`src/rtl/led_seq_if.sv`:
```
// Control and LED-drive bundle for the LED sequencer; clock and reset stay
// outside as plain ports.
interface led_seq_if #(
    parameter int N_LEDS = 4,
    parameter int DIV_W  = 24
);
    logic              en;
    logic [1:0]        mode;
    logic [DIV_W-1:0]  period;
    logic [N_LEDS-1:0] led_ring;
    logic              led_mid;
    logic              step;

    modport master (
        output en, mode, period,
        input  led_ring, led_mid, step
    );

    modport slave (
        input  en, mode, period,
        output led_ring, led_mid, step
    );
endinterface

```
`src/rtl/led_seq.sv`:
```
// LED ring sequencer: a prescaler produces step pulses every period+1 enabled
// cycles, and each step advances a rotate / bounce / blink pattern.
module led_seq #(
    parameter int N_LEDS = 4,
    parameter int DIV_W  = 24
) (
    input  logic     clk,
    input  logic     nRst,
    led_seq_if.slave bus
);
    localparam int PW = $clog2(N_LEDS);
    localparam logic [PW-1:0] LAST = PW'(N_LEDS - 1);

    typedef enum logic [1:0] {
        M_CW     = 2'd0,
        M_CCW    = 2'd1,
        M_BOUNCE = 2'd2,
        M_BLINK  = 2'd3
    } mode_t;

    logic [DIV_W-1:0] cnt;
    logic [PW-1:0]    pos;
    logic             dir;
    logic             blink;
    mode_t            mode_q;
    logic             mid;
    logic             step_q;

    logic [PW-1:0]    pos_n;
    logic             dir_n;
    logic             blink_n;
    logic             mid_n;
    logic [PW-1:0]    pos_up;
    logic [PW-1:0]    pos_dn;
    logic             go_up;

    assign pos_up = pos + 1'b1;
    assign pos_dn = pos - 1'b1;
    // A bounce entered at an end with the "wrong" dir reverses instead of
    // running off the ring.
    assign go_up  = (!dir && pos != LAST) || (dir && pos == '0);

    // Next pattern state, decoded from the incoming mode since it is loaded
    // into mode_q on the same step.
    always_comb begin
        pos_n   = pos;
        dir_n   = dir;
        blink_n = blink;
        mid_n   = mid;
        case (mode_t'(bus.mode))
            M_CW: begin
                if (pos == LAST) begin
                    pos_n = '0;
                    mid_n = ~mid;
                end else begin
                    pos_n = pos_up;
                end
            end
            M_CCW: begin
                if (pos == '0) begin
                    pos_n = LAST;
                    mid_n = ~mid;
                end else begin
                    pos_n = pos_dn;
                end
            end
            M_BOUNCE: begin
                if (go_up) begin
                    pos_n = pos_up;
                    dir_n = (pos_up == LAST);
                    if (pos_up == LAST) mid_n = ~mid;
                end else begin
                    pos_n = pos_dn;
                    dir_n = (pos_dn != '0);
                    if (pos_dn == '0) mid_n = ~mid;
                end
            end
            default: begin
                blink_n = ~blink;
                mid_n   = ~mid;
            end
        endcase
    end

    always_ff @(posedge clk or negedge nRst) begin
        if (!nRst) begin
            cnt    <= '0;
            pos    <= '0;
            dir    <= 1'b0;
            blink  <= 1'b0;
            mode_q <= M_CW;
            mid    <= 1'b0;
            step_q <= 1'b0;
        end else if (!bus.en) begin
            step_q <= 1'b0;
        end else if (cnt >= bus.period) begin
            // >= rather than == so a shrunk period steps at once instead of
            // counting all the way round.
            cnt    <= '0;
            step_q <= 1'b1;
            mode_q <= mode_t'(bus.mode);
            pos    <= pos_n;
            dir    <= dir_n;
            blink  <= blink_n;
            mid    <= mid_n;
        end else begin
            cnt    <= cnt + 1'b1;
            step_q <= 1'b0;
        end
    end

    for (genvar i = 0; i < N_LEDS; i++) begin : g_ring
        assign bus.led_ring[i] = (mode_q == M_BLINK) ? blink : (pos == PW'(i));
    end

    assign bus.led_mid = mid;
    assign bus.step    = step_q;
endmodule

```
`src/flat_wrapper.sv`:
```
// flat-port wrapper written by rule: the top's interface ports become plain ports
module led_seq_flat 
#(
    parameter int N_LEDS = 4,
    parameter int DIV_W  = 24
)
  (clk, nRst, bus_en, bus_mode, bus_period, bus_led_ring, bus_led_mid, bus_step);
  led_seq_if #(.N_LEDS(N_LEDS), .DIV_W(DIV_W)) bus_i ();
  input  logic clk;
  input  logic nRst;
  input wire logic [$bits(bus_i.en)-1:0] bus_en;
  input wire logic [$bits(bus_i.mode)-1:0] bus_mode;
  input wire logic [$bits(bus_i.period)-1:0] bus_period;
  output wire logic [$bits(bus_i.led_ring)-1:0] bus_led_ring;
  output wire logic [$bits(bus_i.led_mid)-1:0] bus_led_mid;
  output wire logic [$bits(bus_i.step)-1:0] bus_step;
  assign bus_i.en = bus_en;
  assign bus_i.mode = bus_mode;
  assign bus_i.period = bus_period;
  assign bus_led_ring = bus_i.led_ring;
  assign bus_led_mid = bus_i.led_mid;
  assign bus_step = bus_i.step;
  led_seq #(.N_LEDS(N_LEDS), .DIV_W(DIV_W)) u_core (.clk(clk), .nRst(nRst), .bus(bus_i));
endmodule
```
`config.mk`:
```
export PLATFORM = sky130hd
export DESIGN_NAME = led_seq_flat
export DESIGN_NICKNAME = d
export VERILOG_FILES = /design/src/rtl/led_seq_if.sv /design/src/rtl/led_seq.sv /design/src/flat_wrapper.sv
export SDC_FILE = /design/constraint.sdc
export NUM_CORES = 1
export LEC_CHECK = 0
export CAP_MARGIN = 20
export CORE_ASPECT_RATIO = 1.1
export CORE_UTILIZATION = 50
export CTS_BUF_LIST = sky130_fd_sc_hd__clkbuf_16
export CTS_CLUSTER_DIAMETER = 120
export DETAILED_ROUTE_END_ITERATION = 7
export HOLD_SLACK_MARGIN = 0.15
export PLACE_DENSITY = 0.82
export SLEW_MARGIN = 20
export SYNTH_ARGS = -nofsm -noshare
export SYNTH_HDL_FRONTEND = slang
export SYNTH_SLANG_ARGS = --single-unit
```
`constraint.sdc`:
```
create_clock -name clk -period 2.2 [get_ports clk]
set_input_delay 0.55 -clock clk [delete_from_list [all_inputs] [get_ports clk]]
set_output_delay 0.55 -clock clk [all_outputs]
set_load 0.02 [all_outputs]
```
==> results of run 1 <==
-- cell families (layout without fill, tap and decap cells) --
family / after synthesis / in the layout / share of synthesized area [%]
DFF: 32 / 32 / 33.0
AOI/OAI and AO/OA: 51 / 51 / 13.8
adders and majority gates: 33 / 33 / 17.0
buffers and inverters: 38 / 118 / 6.80
and+or+nand+nor: 95 / 95 / 20.5
xor gates and xnor gates: 18 / 18 / 6.49
muxes: 5 / 5 / 2.37
-- flip-flops by register name, indices dropped and copies added (netlist names) --
| signal | count |
|---|---|
| u_core.blink | 1 |
| u_core.bus.led_mid | 1 |
| u_core.bus.step | 1 |
| u_core.cnt | 24 |
| u_core.dir | 1 |
| u_core.mode_q | 2 |
| u_core.pos | 2 |
-- cells in the final DEF (no fill, tap or decap), types with 7 or more instances in the layout --
cell type      count
a21oi_1            7
a21oi_2            7
buf_4             35
buf_6              7
dfrtp_1           31
dlygate4sd2_1     16
ha_1               9
ha_4              19
inv_1             15
inv_2             17
nand2_1           18
nand3_1           10
nor2_1            20
xor2_1            12
-- what timing repair did --
item | in CTS | in global routing
pin swaps | 37 | 25
gates resized for setup | 89 | 60
gates cloned | 1 | 4
endpoints found under the setup margin | 36 | 32
setup buffers | 7 | 8
-- metrics by stage --
stage	utilization (%)	setup slack [ns]	power [µW]	instances	hold slack, ns
4_1_cts	74.6	0.00185	1990	396	0.480
3_3_place_gp	65.1	-0.581	1210	381	0.464
2_1_floorplan	-	0.00276	978	272	0.254
3_5_place_dp	65.1	-0.607	1230	381	0.466
6_report	81.0	-0.0575	2090	408	0.473
5_1_grt	81.0	-0.126	2180	408	0.512
-- final cells by class --
cell class | count | share of cell area (%)
Timing Repair Buffer | 78 | 18.0
Clock inverter | 3 | 0.365
Sequential cell | 32 | 21.3
Inverter | 32 | 3.19
Tap cell | 56 | 1.86
Multi-Input combinational cell | 202 | 52.0
Clock buffer | 5 | 3.32
-- routing by layer --
layer  vias up  part of all wire (%)  global-route usage (%)
met4         0                   5.7                    14.8
met2       114                    51                    50.8
met1      1169                    36                    32.3
li1       1097                     -                       -
met5         -                     0                       0
met3        45                   7.0                    7.12
-- power breakdown --
part	total (µW)	internal (µW)	switching (µW)	leakage (µW)
Combinational	729	373	357	0.00132
Clock	661	410	250	0.0000710
Sequential	701	646	54.5	0.000424
Total	2090	1430	661	0.00182
-- worst max path at each step --
stage	from	end	slack (ns)	cells after the start
2_1_floorplan	bus_period[23]	u_core.dir$_DFFE_PN0P_	0.003	9
3_3_place_gp	bus_period[23]	u_core.mode_q[0]$_DFFE_PN0P_	-0.58	9
3_5_place_dp	bus_period[23]	u_core.mode_q[0]$_DFFE_PN0P_	-0.61	9
4_1_cts	bus_period[17]	u_core.mode_q[0]$_DFFE_PN0P_	0.002	9
5_1_grt	bus_period[14]	u_core.cnt[10]$_DFFE_PN0P_	-0.13	11
6_report	u_core.cnt[21]$_DFFE_PN0P_	u_core.mode_q[1]$_DFFE_PN0P_	-0.06	7
==> reports/qor.csv, run 1 <==
stage,metric,value,unit
critical_path,path_max_fanout,6,
timing,post-route-period-util,103,%
synth,yosysWarnings,0,
worst_hold_path,min_path_type,flop to flop,
critical_path,reg2reg_from,u_core.cnt[21]$_DFFE_PN0P_,
worst_hold_path,whs_endpoint,u_core.bus.led_mid$_DFFE_PN0P_,
synth,synth.area.top_cells,"dfrtp_1 (33%), ha_1 (17%), inv_1 (4.9%)",
synth,yosysSeqAreaShare,33.0,%
power_and_ir_drop,p_per_area,555,nW/µm²
critical_path,crit_type,flop to flop,
final_layout,layout.nets,413,
final_layout,syn_to_final_growth,55.3,%
synth,synth_edf_count,0,
clock_tree,cts.clk_slew.worst_paths,0.05,ns
clock_tree,cts_tree,built,
grt,overflow,0,
synth,yosysMostFrequentCell,ha_1,
route,drt-initial-drc-count,170,
synth,synth_top_area_cell,dfrtp_1,
timing,slew_headroom,72.2,%
critical_path,worst-path-buf-inv,0,
run_status,status,finished with violations,
critical_path,start_kind,flop,
run_status,violations,negative setup slack,
clock_tree,worst_skew_pair.late_latency,0.28,ns
final_layout,nFillCells,223,
route,wirelength,8.13,mm
final_layout,antenna_cells,0,
timing,fin_crit,2.26,ns
critical_path,cpMaxStageDelayCell,dfrtp_1,
floorplanning,io_pins,35,
floorplanning,floorplan.initialDensity,52.2,%
critical_path,reg2reg_to,u_core.mode_q[1]$_DFFE_PN0P_,
route,first_pass_iters,4,
grt,grt_max_degree,33,
clock_tree,cts_root_buffer,clkbuf_16,
timing,layout_setup_ws,-0.0575,ns
grt,grtUsageTotal,29.0,%
clock_tree,clock-sinks,32,
critical_path,cp_cell_sequence,ha_4 > nand2_4 > nor4_4 > and3_4 > a221o_2 > o21a_4 > mux2_4,
critical_path,worstPathArrival,2.41,ns
timing,rsz0062_at_grt,true,
critical_path,r2r_slack,-0.06,ns
place,io_buffers,34,
critical_path,reg2reg_depth,7,
floorplanning,die-area,5140,µm²
synth,synthTopCellsByCount,"ha_1 (33), dfrtp_1 (32), inv_1 (32), nand2_1 (26), nor2_1 (26)",
place,place_area,3030,µm²
job,maxCapViolations,0,
critical_path,slowest_delay,0.43,ns
route,drc_errors,0,
timing,max_freq,443,MHz
critical_path,crit_family,simple AND/OR/NAND/NOR gates,
floorplanning,num_rows,26,
final_layout,final_layout_size_suffix_gt1_share,43.2,%
synth,synth_ff_type,dfrtp_1,
floorplanning,die_h,75.1,µm
place,gp_congestion,0.861,
synth,syn_area_per_cell,8.92,µm²
power_and_ir_drop,p_leak,0.00182,µW
timing,slew_viol_final,0,
clock_tree,clock_path_buffers,2,
synth,synth_cell_types,46,
synth,synthesis.nets,334,
timing,skew,0.00533,ns
place,dp_hpwl,4.01,mm
floorplanning,placeableCoreArea,4650,µm²
clock_tree,htreeDepth,2,
final_layout,post-route-cell-area,3770,µm²
route,ant_nets,0,
timing,finalSetupViolCount,8,
synth,ys_ff_latch,32,
timing,worst_pin_slew,0.417,ns
synth,netlist_area,2430,µm²
route,via_per_inst,5.94,
grt,grt_pass1_wl,10.8,mm
clock_tree,cts-hold-fix-buffers,0,
synth,async_flop_share,100,%
worst_hold_path,worstHoldStart,u_core.bus.led_mid$_DFFE_PN0P_,
route,vias,2425,
grt,grt_pass1_vias,2305,
final_layout,register_area,802,µm²
timing,tns,-0.259,ns
clock_tree,numCtsBuffers,5,
timing,hold_viol,0,
floorplanning,fp.dieW,68.4,µm
grt,antenna_found_initial,0,
synth,synth_cells,272,
route,avgRoutedWirePerCell,19.9,µm
critical_path,required,2.36,ns
worst_hold_path,min_path_cells,1,
critical_path,cp-end-kind,flop,
final_layout,multiInputGateArea,1960,µm²
synth,netlist.area_leader.share,33.0,%
power_and_ir_drop,ir_drop,548,µV
(Power assumes the default switching activity.)
==> inputs of run 2 (changes only) <==
Settings changed: PLACE_DENSITY 0.82 to default, PLACE_DENSITY_LB_ADDON from default to 0.05.
==> reports/qor.csv, run 2 (synthesis gave the netlist of run 1 again) <==
stage,metric,value,unit,change
final_layout,largest_reg_flops,24,,unchanged
timing,worst_pin_slew,0.427,ns,+0.00946 ns
floorplanning,placeableCoreArea,4650,µm²,unchanged
timing,slew_headroom,71.6,%,-0.63 points
route,drt-initial-drc-count,89,,-48%
grt,overflow,0,,unchanged
critical_path,cp-end-kind,flop,,
clock_tree,htreeDepth,2,,unchanged
final_layout,largest-register,u_core.cnt,,
grt,grt_max_degree,33,,unchanged
floorplanning,die-area,5140,µm²,unchanged
critical_path,reg2reg_to,u_core.mode_q[1]$_DFFE_PN0P_,,
worst_hold_path,min_path_cells,1,,unchanged
critical_path,r2r_slack,0.08,ns,+0.14 ns
clock_tree,clock-sinks,32,,unchanged
final_layout,layout.nets,401,,-2.9%
clock_tree,numCtsBuffers,5,,unchanged
grt,grtUsageTotal,24.4,%,-4.6 points
final_layout,nFillCells,332,,+49%
clock_tree,cts_tree,built,,
timing,max_freq,463,MHz,+4.6%
critical_path,crit_type,input pin to flop,,
worst_hold_path,whs_endpoint,u_core.bus.led_mid$_DFFE_PN0P_,,
worst_hold_path,min_path_type,flop to flop,,
critical_path,required,2.35,ns,about the same
clock_tree,clock_path_buffers,2,,unchanged
final_layout,antenna_cells,0,,unchanged
route,vias,2107,,-13%
final_layout,largestRegisters,"u_core.cnt: 24 flops, u_core.mode_q: 2 flops, u_core.pos: 2 flops",,
final_layout,syn_to_final_growth,46.8,%,
route,drc_errors,0,,unchanged
power_and_ir_drop,p_per_area,564,nW/µm²,+1.7%
clock_tree,cts.clk_slew.worst_paths,0.05,ns,about the same
timing,fin_crit,2.16,ns,-0.0985 ns
route,wirelength,5.89,mm,-28%
power_and_ir_drop,ir_drop,528,µV,-3.6%
critical_path,worstPathArrival,2.31,ns,-0.10 ns
critical_path,path_max_fanout,4,,-2
place,pre_cts_ws,-0.597,ns,+0.0103 ns
final_layout,layout_common_cells,"dfrtp_1 (31), buf_4 (29), nor2_1 (26)",,
place,io_buffers,34,,unchanged
grt,grt_pass1_vias,2120,,-8.0%
grt,antenna_found_initial,0,,unchanged
place,gp_congestion,0.774,,-10%
critical_path,start_kind,input pin,,
run_status,status,completed,,
clock_tree,worst_skew_pair.late_latency,0.27,ns,about the same
route,ant_nets,0,,unchanged
grt,grt_pass1_wl,9.25,mm,-14%
timing,hold_viol,0,,unchanged
timing,finalSetupViolCount,0,,-8
floorplanning,floorplan.initialDensity,52.2,%,unchanged
timing,slew_viol_final,0,,unchanged
final_layout,final_common_cell,dfrtp_1,,
clock_tree,cts-hold-fix-buffers,0,,unchanged
floorplanning,fp.dieW,68.4,µm,unchanged
critical_path,reg2reg_from,u_core.cnt[11]$_DFFE_PN0P_,,
route,via_per_inst,5.33,,-10%
timing,post-route-period-util,98.1,%,-4.5 points
floorplanning,num_rows,26,,unchanged
final_layout,final_layout_size_suffix_gt1_share,36.0,%,-7.2 points
floorplanning,die_h,75.1,µm,unchanged
critical_path,reg2reg_depth,7,,unchanged
route,first_pass_iters,4,,unchanged
power_and_ir_drop,p_leak,0.00176,µW,-3.0%
timing,layout_setup_ws,0.0410,ns,+0.0985 ns
timing,skew,0.00642,ns,+0.00108 ns
timing,fin_hold_ws,0.473,ns,+0.000810 ns
place,dp_hpwl,4.06,mm,+1.3%
worst_hold_path,worstHoldStart,u_core.bus.led_mid$_DFFE_PN0P_,,
job,maxCapViolations,0,,unchanged
route,avgRoutedWirePerCell,14.9,µm,-25%
timing,tns,0,ns,+0.259 ns
final_layout,finish.utilization,76.6,%,-4.4 points
clock_tree,cts_root_buffer,clkbuf_16,,
floorplanning,io_pins,35,,unchanged
run 2: cell count changes in the layout (fill, tap and decap cells not counted), moves of 4 or more:
| cell | delta |
|---|---|
| nor2_2 | -6 |
| nor2_1 | +6 |
| buf_4 | -6 |
| buf_6 | -4 |
| a21oi_1 | +4 |
run 2: metal layers:
layer  vias up  GRT usage (%)  wire (µm)
met3         9           4.70        192
li1       1080              -          -
met4         0           6.02         68
met2        35           44.2       3050
met1       983           29.2       2580
met5         -              0          0
run 2: worst max-delay path by stage:
stage	from	to	slack, ns
floorplan	bus_period[23]	u_core.dir$_DFFE_PN0P_	0.003
global placement	bus_period[17]	u_core.mode_q[0]$_DFFE_PN0P_	-0.59
detailed placement	bus_period[17]	u_core.mode_q[0]$_DFFE_PN0P_	-0.60
CTS	bus_period[2]	u_core.cnt[12]$_DFFE_PN0P_	0.004
global route	bus_period[18]	u_core.dir$_DFFE_PN0P_	-0.03
finish	bus_period[12]	u_core.mode_q[1]$_DFFE_PN0P_	0.04
run 2: repair_timing:
action,4_1_cts,5_1_grt
pin swaps,36,18
endpoints found under the setup margin,36,32
setup buffers,1,1
gates resized for setup,82,39
hold endpoints to repair,0,0
run 2: power by group:
group	total, µW	internal [µW]	switching (µW)	leakage [µW]
clock network	636	405	231	0.0000709
logic	669	354	315	0.00127
registers	705	647	58.5	0.000424
run 2: layout make-up:
cell class              count  area (µm²)  area share [%]
repair buffers             66         551            15.4
clock buffers               5         125            3.51
multi-input cells         202        1890            52.9
well taps                  56        70.1            1.97
clock inverters             2        8.76           0.246
flip-flops and latches     32         802            22.5
inverters                  32         120            3.37
run 2: worst max-delay path, cell delays in order:
cell,delay (ns)
dlygate4sd2_1,0.23
inv_1,0.06
ha_1,0.23
nand2_2,0.09
nor2_1,0.05
and3_1,0.17
a221o_1,0.35
o21a_4,0.27
mux2_4,0.30
run 2: stage by stage:
step,total power (µW),instances,area [µm²]
2_1_floorplan,978,272,2480
3_3_place_gp,1210,387,3080
3_5_place_dp,1230,387,3080
4_1_cts,1970,394,3450
5_1_grt,2130,395,3560
6_report,2010,395,3560
==> inputs of run 3 (changes only) <==
Settings changed: GPL_TIMING_DRIVEN from default to 0.
==> reports/qor.csv, run 3 (synthesis gave the netlist of run 1 again) <==
stage,metric,value,unit,change
route,ant_nets,0,,unchanged
place,pre_cts_ws,-0.715,ns,-0.119 ns
power_and_ir_drop,p_leak,0.00177,µW,+0.45%
clock_tree,clock-sinks,32,,unchanged
route,wirelength,7.18,mm,+22%
timing,hold_viol,0,,unchanged
timing,post-route-period-util,104,%,+6.3 points
critical_path,start_kind,flop,,
grt,grt_pass1_wl,9.76,mm,+5.4%
route,vias,2303,,+9.3%
route,drc_errors,0,,unchanged
critical_path,cpMaxStageDelayCell,dfrtp_2,,
critical_path,worst-path-buf-inv,4,,+2
critical_path,path_max_fanout,7,,+3
timing,worst_pin_slew,0.551,ns,+0.124 ns
floorplanning,floorplan.initialDensity,52.2,%,unchanged
final_layout,layout.nets,403,,+0.50%
timing,slew_viol_final,0,,unchanged
critical_path,cp_cell_sequence,ha_4 > buf_4 > a21oi_2 > o21ai_1 > a221o_1 > buf_6 > buf_4 > buf_6 > o31ai_4 > o2bb2ai_1,,
grt,antenna_found_initial,0,,unchanged
timing,max_freq,435,MHz,-6.1%
clock_tree,cts_tree,built,,
final_layout,layout_common_cells,"dfrtp_1 (29), dlygate4sd2_1 (20), nand2_1 (19), ha_4 (19), buf_4 (18)",,
final_layout,largest_reg_flops,24,,unchanged
floorplanning,fp.dieW,68.4,µm,unchanged
critical_path,slowest_delay,0.44,ns,+0.09 ns
worst_hold_path,min_path_type,flop to flop,,
power_and_ir_drop,p_per_area,556,nW/µm²,-1.6%
final_layout,antenna_cells,0,,unchanged
clock_tree,worst_skew_pair.late_latency,0.28,ns,about the same
grt,grtUsageTotal,26.0,%,+1.5 points
final_layout,largestRegisters,"u_core.cnt: 24 flops, u_core.mode_q: 2 flops, u_core.pos: 2 flops",,
job,maxCapViolations,0,,unchanged
final_layout,syn_to_final_growth,56.2,%,
timing,layout_setup_ws,-0.0984,ns,-0.139 ns
clock_tree,clock_path_buffers,2,,unchanged
critical_path,worstPathArrival,2.49,ns,+0.18 ns
critical_path,required,2.39,ns,+0.04 ns
power_and_ir_drop,ir_drop,493,µV,-6.6%
timing,rsz0062_at_grt,true,,
critical_path,crit_type,flop to flop,,
floorplanning,die-area,5140,µm²,unchanged
critical_path,cp-end-kind,flop,,
route,wl_met2,3.77,mm,+24%
route,via_per_inst,5.79,,+8.5%
timing,skew,0.00838,ns,+0.00196 ns
final_layout,largest-register,u_core.cnt,,
timing,slew_headroom,63.3,%,-8.3 points
timing,fin_hold_ws,0.475,ns,+0.00187 ns
floorplanning,placeableCoreArea,4650,µm²,unchanged
route,wl_met1,2.91,mm,+13%
floorplanning,die_h,75.1,µm,unchanged
clock_tree,numCtsBuffers,5,,unchanged
floorplanning,io_pins,35,,unchanged
grt,grt_max_degree,32,,-3.0%
place,dp_hpwl,3.70,mm,-8.9%
route,dr_wl_met3,248,µm,+29%
timing,tns,-0.269,ns,-0.269 ns
clock_tree,cts.clk_slew.worst_paths,0.06,ns,about the same
clock_tree,htreeDepth,2,,unchanged
route,avgRoutedWirePerCell,18.0,µm,+21%
run_status,status,finished with violations,,
clock_tree,cts_root_buffer,clkbuf_16,,
critical_path,crit_family,compound AO/OA/AOI/OAI gates,,
place,io_buffers,34,,unchanged
place,gp_congestion,0.786,,+1.5%
route,top_layer_used,met4,,
grt,overflow,0,,unchanged
run_status,violations,negative setup slack,,
floorplanning,num_rows,26,,unchanged
final_layout,final_layout_size_suffix_gt1_share,43.3,%,+7.3 points
grt,grt_pass1_vias,2225,,+5.0%
route,first_pass_iters,4,,unchanged
timing,finalSetupViolCount,5,,+5
route,drt-initial-drc-count,106,,+19%
final_layout,final_common_cell,dfrtp_1,,
timing,fin_crit,2.30,ns,+0.139 ns
run 3: final cells by class:
class	count	area, µm²
clock inverters	3	38.8
well taps	56	70.1
flip-flops and latches	32	805
repair buffers	63	566
fillers	261	860
clock buffers	5	125
plain buffers	5	41.3
multi-input cells	202	2030
inverters	32	120
run 3: metal layers:
metal / global-route usage, % / up-vias
met2: 45.8 / 63
li1: - / 1085
met4: 14.6 / 0
met5: 0 / -
met1: 28.1 / 1126
met3: 6.21 / 29
run 3: final timing paths:
check	start	depth (start not counted)	slack, ns	end
worst max register to register	u_core.cnt[17]$_DFFE_PN0P_	10	-0.1	u_core.cnt[3]$_DFFE_PN0P_
min in group asynchronous	nRst	2	0.61	u_core.cnt[18]$_DFFE_PN0P_
worst min-delay path	u_core.bus.led_mid$_DFFE_PN0P_	1	0.48	u_core.bus.led_mid$_DFFE_PN0P_
worst max-delay path	u_core.cnt[17]$_DFFE_PN0P_	10	-0.1	u_core.cnt[3]$_DFFE_PN0P_
max in group asynchronous	nRst	3	1.22	u_core.cnt[11]$_DFFE_PN0P_
worst min register to register	u_core.bus.led_mid$_DFFE_PN0P_	1	0.48	u_core.bus.led_mid$_DFFE_PN0P_
run 3: what timing repair did:
item,CTS,global route
pin swaps,44,39
endpoints found under the setup margin,36,30
cloned,1,0
hold endpoints to repair,1,0
resized for setup,107,63
setup buffers,14,13
hold buffers,1,0
run 3: worst register-to-register path: stages (launching register included):
cell and delay (ns):
dfrtp_2 0.44, ha_4 0.27, buf_4 0.14, a21oi_2 0.11, o21ai_1 0.09, a221o_1 0.39
buf_6 0.16, buf_4 0.13, buf_6 0.11, o31ai_4 0.22, o2bb2ai_1 0.15
run 3: stage by stage:
| step | power (µW) | cells | util [%] | cell area [µm²] |
|---|---|---|---|---|
| finish | 2110 | 398 | 81.5 | 3790 |
| global route | 2200 | 398 | 81.5 | 3790 |
| CTS | 2010 | 386 | 74.6 | 3470 |
| detailed placement | 1120 | 363 | 62.5 | 2910 |
| global placement | 1100 | 362 | 62.2 | 2890 |
| floorplan | 978 | 272 | - | 2480 |
run 3: power breakdown:
part | total [µW] | switching [µW] | internal [µW]
Clock | 787 | 259 | 528
Sequential | 762 | 116 | 645
Combinational | 558 | 268 | 290
Total | 2110 | 644 | 1460
